===== src/rtl/legv8_uart_tx.sv =====
// legv8_uart_tx -- 8N1 UART transmitter fed by the LEGv8 multicycle
// controller's result-send sequence. One byte per tx_start request,
// LSB first, with tx_active serving as the controller's busy/ack signal.
//
// Optional build macro: UART_TX_PARITY_EN
//   defined   -> a parity bit (^data ^ PARITY_ODD) is inserted before the
//                stop bit, giving an 11-bit frame.
//   undefined -> plain 8N1, no parity state or register.
//
// Handshake: a request is accepted on any rising edge where the FSM is in
// IDLE and tx_start=1. The accepting edge latches tx_data and raises
// tx_active. tx_active then stays high for the whole frame, and any
// tx_start seen during that time is dropped. tx_done pulses for exactly
// one cycle on the edge where tx_active falls. The two are never high
// together.
//
// dbg_state exposes the FSM encoding so it can be observed from outside.

module legv8_uart_tx #(
  parameter int CLK_FREQ_HZ = 50_000_000,
  parameter int BAUD_RATE   = 115_200,
  parameter int PARITY_ODD  = 0
) (
  input  logic       clk,
  input  logic       rst_n,
  input  logic       tx_start,
  input  logic [7:0] tx_data,
  output logic       tx_active,
  output logic       tx_done,
  output logic       tx_serial,
  output logic [2:0] dbg_state
);

  localparam int CLKS_PER_BIT = CLK_FREQ_HZ / BAUD_RATE;
  localparam int CW           = (CLKS_PER_BIT > 1) ? $clog2(CLKS_PER_BIT) : 1;
  localparam logic [CW-1:0] LAST_CLK = CW'(CLKS_PER_BIT - 1);

  // Parameter sanity checks at elaboration time.
  generate
    if (CLKS_PER_BIT < 2) begin : g_bad_rate
      $error("legv8_uart_tx: CLKS_PER_BIT must be >= 2");
    end
    if ((PARITY_ODD != 0) && (PARITY_ODD != 1)) begin : g_bad_parity
      $error("legv8_uart_tx: PARITY_ODD must be 0 or 1");
    end
  endgenerate

  typedef enum logic [2:0] {
    IDLE       = 3'd0,
    START_BIT  = 3'd1,
    DATA_BITS  = 3'd2,
    STOP_BIT   = 3'd3
`ifdef UART_TX_PARITY_EN
    ,
    PARITY_BIT = 3'd4
`endif
  } state_t;

  state_t        state;
  logic [CW-1:0] clk_cnt;
  logic [2:0]    bit_idx;
  logic [7:0]    shift_reg;
`ifdef UART_TX_PARITY_EN
  // The original byte is kept apart from the shift register, which is
  // consumed as the data bits go out.
  logic [7:0]    data_latched;
`endif

  assign dbg_state = state;

  // Single FSM: bit timing, shifting and all registered outputs.
  always_ff @(posedge clk or negedge rst_n) begin
    if (!rst_n) begin
      state        <= IDLE;
      clk_cnt      <= '0;
      bit_idx      <= 3'd0;
      shift_reg    <= 8'h00;
      tx_serial    <= 1'b1;
      tx_active    <= 1'b0;
      tx_done      <= 1'b0;
`ifdef UART_TX_PARITY_EN
      data_latched <= 8'h00;
`endif
    end else begin
      // tx_done is a single-cycle pulse; only the end of the stop bit sets it.
      tx_done <= 1'b0;
      case (state)
        IDLE: begin
          tx_serial <= 1'b1;
          tx_active <= 1'b0;
          if (tx_start) begin
            shift_reg    <= tx_data;
`ifdef UART_TX_PARITY_EN
            data_latched <= tx_data;
`endif
            tx_serial    <= 1'b0;
            tx_active    <= 1'b1;
            clk_cnt      <= '0;
            bit_idx      <= 3'd0;
            state        <= START_BIT;
          end
        end

        START_BIT: begin
          if (clk_cnt == LAST_CLK) begin
            clk_cnt   <= '0;
            tx_serial <= shift_reg[0];
            shift_reg <= {1'b0, shift_reg[7:1]};
            bit_idx   <= 3'd0;
            state     <= DATA_BITS;
          end else begin
            clk_cnt <= clk_cnt + 1'b1;
          end
        end

        DATA_BITS: begin
          if (clk_cnt == LAST_CLK) begin
            clk_cnt <= '0;
            if (bit_idx == 3'd7) begin
              bit_idx <= 3'd0;
`ifdef UART_TX_PARITY_EN
              tx_serial <= (^data_latched) ^ (PARITY_ODD != 0);
              state     <= PARITY_BIT;
`else
              tx_serial <= 1'b1;
              state     <= STOP_BIT;
`endif
            end else begin
              tx_serial <= shift_reg[0];
              shift_reg <= {1'b0, shift_reg[7:1]};
              bit_idx   <= bit_idx + 3'd1;
            end
          end else begin
            clk_cnt <= clk_cnt + 1'b1;
          end
        end

`ifdef UART_TX_PARITY_EN
        PARITY_BIT: begin
          if (clk_cnt == LAST_CLK) begin
            clk_cnt   <= '0;
            tx_serial <= 1'b1;
            state     <= STOP_BIT;
          end else begin
            clk_cnt <= clk_cnt + 1'b1;
          end
        end
`endif

        STOP_BIT: begin
          if (clk_cnt == LAST_CLK) begin
            clk_cnt   <= '0;
            tx_serial <= 1'b1;
            tx_active <= 1'b0;
            tx_done   <= 1'b1;
            state     <= IDLE;
          end else begin
            clk_cnt <= clk_cnt + 1'b1;
          end
        end

        default: begin
          clk_cnt   <= '0;
          bit_idx   <= 3'd0;
          tx_serial <= 1'b1;
          tx_active <= 1'b0;
          state     <= IDLE;
        end
      endcase
    end
  end

endmodule


===== config.mk =====
export PLATFORM = sky130hd
export DESIGN_NAME = legv8_uart_tx
export DESIGN_NICKNAME = d
export VERILOG_FILES = /design/src/rtl/legv8_uart_tx.sv
export SDC_FILE = /design/constraint.sdc
export NUM_CORES = 1
export LEC_CHECK = 0
export CAP_MARGIN = 20
export CORE_ASPECT_RATIO = 1.75
export CORE_MARGIN = 2
export CORE_UTILIZATION = 25
export CTS_CLUSTER_SIZE = 8
export DETAILED_ROUTE_END_ITERATION = 8
export GPL_ROUTABILITY_DRIVEN = 0
export HOLD_SLACK_MARGIN = 0.12
export PLACE_DENSITY = 0.48
export SETUP_SLACK_MARGIN = 0.1
export SLEW_MARGIN = 10
export SYNTH_ARGS = -nofsm -noshare
export SYNTH_HDL_FRONTEND = slang
export SYNTH_SLANG_ARGS = --single-unit

===== constraint.sdc =====
create_clock -name clk -period 5.5 [get_ports clk]
set_clock_uncertainty 0.1 [all_clocks]
set_input_delay 0.55 -clock clk [delete_from_list [all_inputs] [get_ports clk]]
set_output_delay 0.55 -clock clk [all_outputs]
set_load 0.005 [all_outputs]

==> results of run 1 <==
routing by layer:
metal  share of wire (%)  wire (µm)  track usage (%)  vias up
met4                 1.8         56            4.863        0
li1                    -          -                -      535
met5                   0          0                0        -
met2                  54       1641            18.95       20
met1                  41       1243            11.79      527
met3                 3.5        108            1.609        4
worst max path at each step:
stage	to	slack, ns	cells after the start
after floorplan	shift_reg[0]$_DFFE_PN0P_	3.47	8
after global placement	shift_reg[1]$_DFFE_PN0P_	3.14	5
after detailed placement	shift_reg[1]$_DFFE_PN0P_	3.07	5
after CTS	shift_reg[1]$_DFFE_PN0P_	3.11	6
after global routing	shift_reg[1]$_DFFE_PN0P_	2.93	6
final	shift_reg[1]$_DFFE_PN0P_	3.16	6
cell usage in the layout, fill, tap and decap left out, types with 2 or more instances in the layout:
| cell | synthesis | final |
|---|---|---|
| nor4_1 | 3 | 3 |
| a21oi_1 | 3 | 3 |
| o22ai_1 | 2 | 2 |
| inv_1 | 6 | 6 |
| a21o_1 | 4 | 4 |
| nor2b_1 | 2 | 2 |
| o21ai_0 | 10 | 10 |
| nand2_1 | 6 | 6 |
| clkdlybuf4s50_1 | 0 | 15 |
| ha_1 | 8 | 8 |
| nor2_1 | 9 | 9 |
| nand3_1 | 10 | 10 |
| nor3_1 | 4 | 4 |
| clkbuf_8 | 0 | 3 |
| nor3b_1 | 2 | 2 |
| dfrtp_1 | 24 | 24 |
| o21ai_1 | 2 | 2 |
| mux2_2 | 16 | 16 |
| nand4_1 | 7 | 7 |
final cells by class:
type / instances / area [µm²]
well taps: 76 / 95.09
fillers: 617 / 3886
clock buffers: 3 / 41.29
flip-flops and latches: 25 / 626.9
repair buffers: 16 / 157.7
clock inverters: 1 / 5.005
inverters: 6 / 22.52
multi-input cells: 103 / 750.7
stage by stage:
| step | power [W] | worst slack, ns | instances | utilization (%) | hold WS [ns] |
|---|---|---|---|---|---|
| after detailed placement | 0.0007441 | 3.067 | 226 | 29.59 | 0.3951 |
| after CTS | 0.0008577 | 3.112 | 230 | 30.42 | 0.4169 |
| final | 0.0008390 | 3.162 | 230 | 30.42 | 0.4088 |
| after floorplan | 0.0006295 | 3.465 | 142 | - | 0.1544 |
| after global routing | 0.0009188 | 2.932 | 230 | 30.42 | 0.4322 |
| after global placement | 0.0007245 | 3.136 | 226 | 29.59 | 0.3842 |
power by group through the flow:
stage / registers [W] / clock network [W] / logic [W]
after detailed placement: 0.000296 / 0 / 0.000448
after CTS: 0.000293 / 0.000117 / 0.000448
after floorplan: 0.000285 / 0 / 0.000345
after global placement: 0.000294 / 0 / 0.000431
final: 0.000292 / 0.000110 / 0.000437
after global routing: 0.000301 / 0.000125 / 0.000493
kinds of logic after synthesis:
logic type / count (synthesis)
multiplexers: 17
adder cells (fa/ha/maj): 8
other: 1
AO/OA/AOI/OAI: 28
buffers and inverters: 14
flip-flops: 25
AND/OR/NAND/NOR: 49
critical path, delay by kind of cell (launching register included):
kind | cells | cell delay, ns
AO/OA/AOI/OAI | 2 | 0.31
buffers and inverters | 1 | 0.11
flip-flops | 1 | 0.43
multiplexers | 1 | 0.38
adder cells (fa/ha/maj) | 1 | 0.34
AND/OR/NAND/NOR | 1 | 0.56
==> flow_summary.ini, run 1 <==
[yosys]
synth_top_area_share_pct = 41.49
synth_top_family_by_area = simple AND/OR/NAND/NOR gates
avgSynthCellArea_um2 = 10.19
yosysSeqAreaShare_pct = 43.30
synth.most_common_cell = dfrtp_1
yosys-top-cells-area = dfrtp_1 (41%), mux2_2 (12%), ha_1 (6.9%)
synth_fa_ha_area_share_pct = 6.914
yosysTopAreaCell = dfrtp_1
synth_simple_gate_area_share_pct = 18.41
yosysWarningCount = 0
synth.area.mux_share_pct = 13.14
yosys-top-cells-count = dfrtp_1 (24), mux2_2 (16), nand3_1 (10), o21ai_0 (10), nor2_1 (9)
synthXorXnorAreaFrac_pct = 0
synth_cells = 142
syn_nets = 161
synth-seq-cells = 25
netlist-cell-type-count = 38
yosys_most_used_dff = dfrtp_1
synth-async-reset-ratio_pct = 100.0
synth-edff-count = 0
syn_area_mm2 = 0.001448
synth_compound_area_share_pct = 13.14

[finish]
stdcell_area_mm2 = 0.001699
diodes = 0
largest_register_ffs = 9
nNetsFinal = 174
syn_to_final_growth_pct = 17.37
drive_gt1_share_pct = 17.53

[pwr]
irDropWorstVdd_mv = 0.1694
clkPwrFrac_pct = 13.1
switching_share_pct = 37.64
p_switching_w = 0.0003158
powerDensity_mw_per_mm2 = 493.8
cellLeakagePower_nw = 0.7257
comb_power_share_pct = 52.1
internal-power_w = 0.0005232
p_seq_share_pct = 34.8

[timing]
finalCriticalPeriod_ns = 2.338
setup_viol = 0
rsz0062_at_grt = false
tightest_slew_ns = 0.7144
finalHoldViolCount = 0
relSlewSlack_pct = 52.05
fmax_mhz = 427.8
finalCritPeriodShare_pct = 42.50
fin_setup_tns_ns = 0
slew_violations = 0

[detailed_routing]
dr.pass1.iters = 4
vias_per_cell = 4.722
wl_um = 3049
wl_per_cell_um = 13.26
vias = 1086
drtIter0Drc = 18
drc_errors = 0
ant_nets = 0

[floorplan]
start_util_pct = 25.92
die_w_um = 61.52
die_h_um = 104.7
die_area_mm2 = 0.006439
fp-row-count = 36
coreArea_mm2 = 0.005585
io_pins = 17

[global_routing]
grt_pass1_vias = 1206
grt_start_max_net_pins = 26
antenna_found_initial = 0
grt_pass1_wl_um = 5306
overflow = 0
grt_use_total_pct = 10.71

[setup_path]
cp.arrival_ns = 2.40
crit_path_max_incr_delay_ns = 0.56
worstPathMaxFanout = 9
r2r_setup_slack_ns = 3.16
start_kind = flip-flop
r2r-start = dbg_state[0]$_DFFE_PN0P_
r2r_cells = 6
crit_required_ns = 5.56
r2r_end = shift_reg[1]$_DFFE_PN0P_
crit_type = reg2reg
cp_slowest_cell = nor2b_1
startpoint = dbg_state[0]$_DFFE_PN0P_
path_cells = inv_1 > ha_1 > nor2b_1 > a211oi_2 > o21ai_4 > mux2_2
crit_path_end_kind = flip-flop

[clocking]
post_cts_buffers = 0
cts_tree = done
clk_pin_slew_ns = 0.09
clock_sinks = 25
clk_latency_ns = 0.27
clockBufferDepth = 2
cts_hold_buf = 0
numCtsBuffers = 3
cts-root-buf = clkbuf_8
htree_levels = 1
cts_resized = 0

[hold_path]
min_path_type = reg2reg
min_path_cells = 1
min-delay-start = shift_reg[4]$_DFFE_PN0P_
holdPathEnd = shift_reg[4]$_DFFE_PN0P_

[run]
maxCapViolations = 0

[placement]
numPortBuffers = 15
dp_hpwl_um = 2308
dpl_cell_area_mm2 = 0.001653

[outcome]
outcome = complete, no violations
Power figures use the tool's default switching activity.
==> run 2: changes to the inputs <==
- PLACE_DENSITY: 0.48 -> 0.49
- clock period: 5.5 -> 1.95 ns (I/O delays scaled with it)
==> flow_summary.ini, run 2 (synthesis gave the netlist of run 1 again) <==
[outcome]
outcome = complete, no violations

[floorplan]
die_h_um = 104.7
io_pins = 17
die_w_um = 61.52
coreArea_mm2 = 0.005585
fp-row-count = 36
die_area_mm2 = 0.006439
start_util_pct = 25.92

[placement]
dp_hpwl_um = 2474
numPortBuffers = 15
place_ws_ns = -0.1548

[clocking]
numCtsBuffers = 3
cts_hold_buf = 0
clockBufferDepth = 2
cts-root-buf = clkbuf_8
htree_levels = 1
cts_tree = done
clock_sinks = 25
clk_latency_ns = 0.27
clk_pin_slew_ns = 0.09

[timing]
whs_ns = 0.1724
fmax_mhz = 541.0
finalHoldViolCount = 0
slew_violations = 0
rsz0062_at_grt = true
setup_viol = 0
timing.final.ws_setup_ns = 0.1016
finalCritPeriodShare_pct = 94.79
fin_setup_tns_ns = 0
finalCriticalPeriod_ns = 1.848

[setup_path]
r2r-start = clk_cnt[2]$_DFFE_PN0N_
crit_required_ns = 2.02
cp.arrival_ns = 1.92
r2r_setup_slack_ns = 0.10
start_kind = flip-flop
worstPathMaxFanout = 8
startpoint = clk_cnt[2]$_DFFE_PN0N_
crit_path_end_kind = flip-flop
crit_type = reg2reg
critPathBufInv = 0
cp_top_family = simple AND/OR/NAND/NOR gates
crit_path_max_incr_delay_ns = 0.57
cp_slowest_cell = or4b_4
path_cells = or4b_4 > nor2_4 > o21ai_4 > mux2_4

[finish]
drive_gt1_share_pct = 30.99
fin_util_pct = 33.67
fill_cells = 620
final_cell_mix = dfrtp_1 (23), buf_4 (17), mux2_2 (15), clkdlybuf4s50_1 (15)
nNetsFinal = 191
diodes = 0
largest_register_ffs = 9
syn_to_final_growth_pct = 29.90
layout_commonest_cell = dfrtp_1

[global_routing]
grt_pass1_vias = 1214
grt_use_total_pct = 11.43
overflow = 0
grt_start_max_net_pins = 26
antenna_found_initial = 0
grt_pass1_wl_um = 5664

[detailed_routing]
drc_errors = 0
dr.pass1.iters = 2
vias_per_cell = 4.757
ant_nets = 0
wl_per_cell_um = 13.38
wl_um = 3304
vias = 1175
drtIter0Drc = 13

[pwr]
powerDensity_mw_per_mm2 = 1406
cellLeakagePower_nw = 0.8073
irDropWorstVdd_mv = 0.7051

[run]
maxCapViolations = 0

[hold_path]
min_path_type = in2async
## run 2: layer usage
layer	GRT usage (%)	up-vias	share of wire, %
met5	0	-	0
met4	5.471	0	2.6
li1	-	570	-
met3	1.609	7	1.4
met1	12.73	587	38
met2	20.00	11	58
## run 2: path summary, 6_finish.rpt
kind / end / cells after the start
worst max-delay path: shift_reg[0]$_DFFE_PN0P_ / 4
worst min-delay path: clk_cnt[5]$_DFFE_PN0N_ / 2
worst max register to register: shift_reg[0]$_DFFE_PN0P_ / 4
worst min register to register: shift_reg[4]$_DFFE_PN0P_ / 1
max in group asynchronous: tx_serial$_DFFE_PN1P_ / 2
min in group clk: shift_reg[4]$_DFFE_PN0P_ / 1
## run 2: power breakdown
part | internal, W | total [W] | switching, W | leakage, nW
Clock | 0.000145 | 0.000323 | 0.000178 | 0.0217
Combinational | 0.000833 | 0.00155 | 0.000714 | 0.466
Sequential | 0.000696 | 0.000775 | 0.0000790 | 0.319
Total | 0.00167 | 0.00264 | 0.000970 | 0.807
## run 2: worst register-to-register path: cells and delay by family (launching register included)
family	cells	cell delay, ns
AOI/OAI and AO/OA	1	0.15
DFF	1	0.39
muxes	1	0.32
and+or+nand+nor	2	0.79
## run 2: repair_timing
action | CTS | global route
pin swaps | 3 | 4
buffers inserted | 0 | 5
gates resized for setup | 7 | 4
setup endpoints to repair | 12 | 16
## run 2: area by class of cell
| type | instances | area [µm²] | area share [%] |
|---|---|---|---|
| Clock inverter | 1 | 7.507 | 0.3992 |
| Multi-Input combinational cell | 103 | 797.0 | 42.38 |
| Inverter | 6 | 22.52 | 1.198 |
| Timing Repair Buffer | 33 | 289.0 | 15.37 |
| Clock buffer | 3 | 41.29 | 2.196 |
| Tap cell | 76 | 95.09 | 5.057 |
| Sequential cell | 25 | 628.1 | 33.40 |
## run 2: through the flow
| stage | total power [W] | area, µm² | instances |
|---|---|---|---|
| after detailed placement | 0.002288 | 1757 | 238 |
| after global placement | 0.002241 | 1757 | 238 |
| final | 0.002644 | 1881 | 247 |
| after CTS | 0.002657 | 1826 | 242 |
| after global routing | 0.002866 | 1881 | 247 |
| after floorplan | 0.001848 | 1475 | 142 |
==> run 3: changes to the inputs <==
- CTS_CLUSTER_DIAMETER: not set -> 60
- GPL_TIMING_DRIVEN: not set -> 0
==> flow_summary.ini, run 3 (synthesis gave the netlist of run 1 again) <==
[timing]
slew_violations = 0
finalHoldViolCount = 0
setup_viol = 0
timing.final.ws_setup_ns = 0.09548
fin_setup_tns_ns = 0
fmax_mhz = 539.2
tightest_slew_ns = 0.5955
rsz0062_at_grt = true
finalCriticalPeriod_ns = 1.855
relSlewSlack_pct = 60.17
finalCritPeriodShare_pct = 95.10

[pwr]
powerDensity_mw_per_mm2 = 1407
comb_power_share_pct = 60.8
finalPower_w = 0.002810
cellLeakagePower_nw = 0.8689
p_seq_share_pct = 28.2
internal-power_w = 0.001801
clkPwrFrac_pct = 11.1
switching_share_pct = 35.93
irDropWorstVdd_mv = 0.7436
p_switching_w = 0.001010

[clocking]
htree_levels = 1
numCtsBuffers = 3
clk_pin_slew_ns = 0.09
clock_sinks = 25
cts_tree = done
clk_latency_ns = 0.27
clockBufferDepth = 2
cts-root-buf = clkbuf_8
cts_hold_buf = 0

[detailed_routing]
vias = 1181
wl_um = 3181
ant_nets = 0
drc_errors = 0
drtIter0Drc = 17
wl_per_cell_um = 12.52
dr.pass1.iters = 2
vias_per_cell = 4.650

[setup_path]
crit_path_end_kind = flip-flop
path_cells = or4b_4 > or2_4 > buf_6 > a21oi_4 > mux2i_1
crit_path_max_incr_delay_ns = 0.59
start_kind = flip-flop
cp_slowest_cell = or4b_4
worstPathMaxFanout = 5
crit_type = reg2reg
critPathBufInv = 1
cp.arrival_ns = 1.96
cp_top_family = simple AND/OR/NAND/NOR gates
crit_required_ns = 2.05

[global_routing]
grt_pass1_vias = 1274
grt_start_max_net_pins = 16
antenna_found_initial = 0
grt_use_total_pct = 11.47
overflow = 0
grt_pass1_wl_um = 5789

[floorplan]
die_h_um = 104.7
fp-row-count = 36
io_pins = 17
die_area_mm2 = 0.006439
die_w_um = 61.52
start_util_pct = 25.92
coreArea_mm2 = 0.005585

[finish]
diodes = 0
stdcell_area_mm2 = 0.001997
fin_util_pct = 35.75
nNetsFinal = 198
syn_to_final_growth_pct = 37.94
drive_gt1_share_pct = 35.39
final_cell_mix = dfrtp_1 (23), buf_4 (15), clkdlybuf4s50_1 (15)
largest_register_ffs = 9
layout_commonest_cell = dfrtp_1

[placement]
dpl_cell_area_mm2 = 0.001748
place_ws_ns = -0.1052
dp_hpwl_um = 2298
numPortBuffers = 15

[outcome]
outcome = complete, no violations

[hold_path]
min_path_type = in2async

[run]
maxCapViolations = 0
run 3: cell count changes in the layout (fill, tap and decap cells not counted), sizes merged:
| cell | delta |
|---|---|
| clkinv | +1 |
| clkinvlp | -1 |
| clkbuf | +1 |
| buf | +6 |
run 3: layout make-up:
| cell class | count | area, µm² |
|---|---|---|
| Buffer | 7 | 71.32 |
| Clock inverter | 1 | 5.005 |
| Timing Repair Buffer | 33 | 310.3 |
| Clock buffer | 3 | 41.29 |
| Inverter | 6 | 22.52 |
| Sequential cell | 25 | 628.1 |
| Multi-Input combinational cell | 103 | 823.3 |
| Tap cell | 76 | 95.09 |
| Fill cell | 587 | 3588 |
run 3: per-stage QoR:
stage | hold WS, ns | instances
final | 0.1941 | 254
after global routing | 0.2355 | 254
after CTS | 0.2116 | 249
after detailed placement | 0.3886 | 234
after global placement | 0.3811 | 233
after floorplan | -0.2006 | 142
run 3: worst paths after layout:
path	start	cells after the start	end	slack, ns
max reg2reg	clk_cnt[2]$_DFFE_PN0N_	5	tx_active$_DFFE_PN0P_	0.1
max in group asynchronous	rst_n	2	clk_cnt[4]$_DFFE_PN0N_	1.06
min in group clk	clk_cnt[0]$_DFFE_PN0N_	1	clk_cnt[0]$_DFFE_PN0N_	0.40
min	rst_n	1	bit_idx[0]$_DFFE_PN0P_	0.19
min reg2reg	clk_cnt[0]$_DFFE_PN0N_	1	clk_cnt[0]$_DFFE_PN0N_	0.40
max	clk_cnt[2]$_DFFE_PN0N_	5	tx_active$_DFFE_PN0P_	0.1
run 3: per-layer routing:
metal  GRT usage [%]  up-vias  routed length (µm)
met2           19.77       10                1822
met5               0        -                   0
met4           5.015        0                  68
li1                -      584                   -
met1           13.56      581                1256
met3           1.238        6                  34
run 3: worst register-to-register path: stages (launching register included):
cell and delay (ns):
dfrtp_1 0.40, or4b_4 0.59, or2_4 0.26, buf_6 0.13, a21oi_4 0.12, mux2i_1 0.19
run 3: what timing repair did:
action | CTS | global route
resized for setup | 11 | 16
buffers inserted | 9 | 6
endpoints found under the setup margin | 17 | 21
gates cloned | 2 | 0
pin swaps | 6 | 6
run 3: power by group through the flow:
stage	Sequential, W	Clock (W)	Combinational (W)
3_3_place_gp	0.000832	0	0.00131
4_1_cts	0.000803	0.000330	0.00157
2_1_floorplan	0.000804	0	0.00104
6_report	0.000792	0.000311	0.00171
5_1_grt	0.000813	0.000342	0.00190
3_5_place_dp	0.000839	0	0.00135
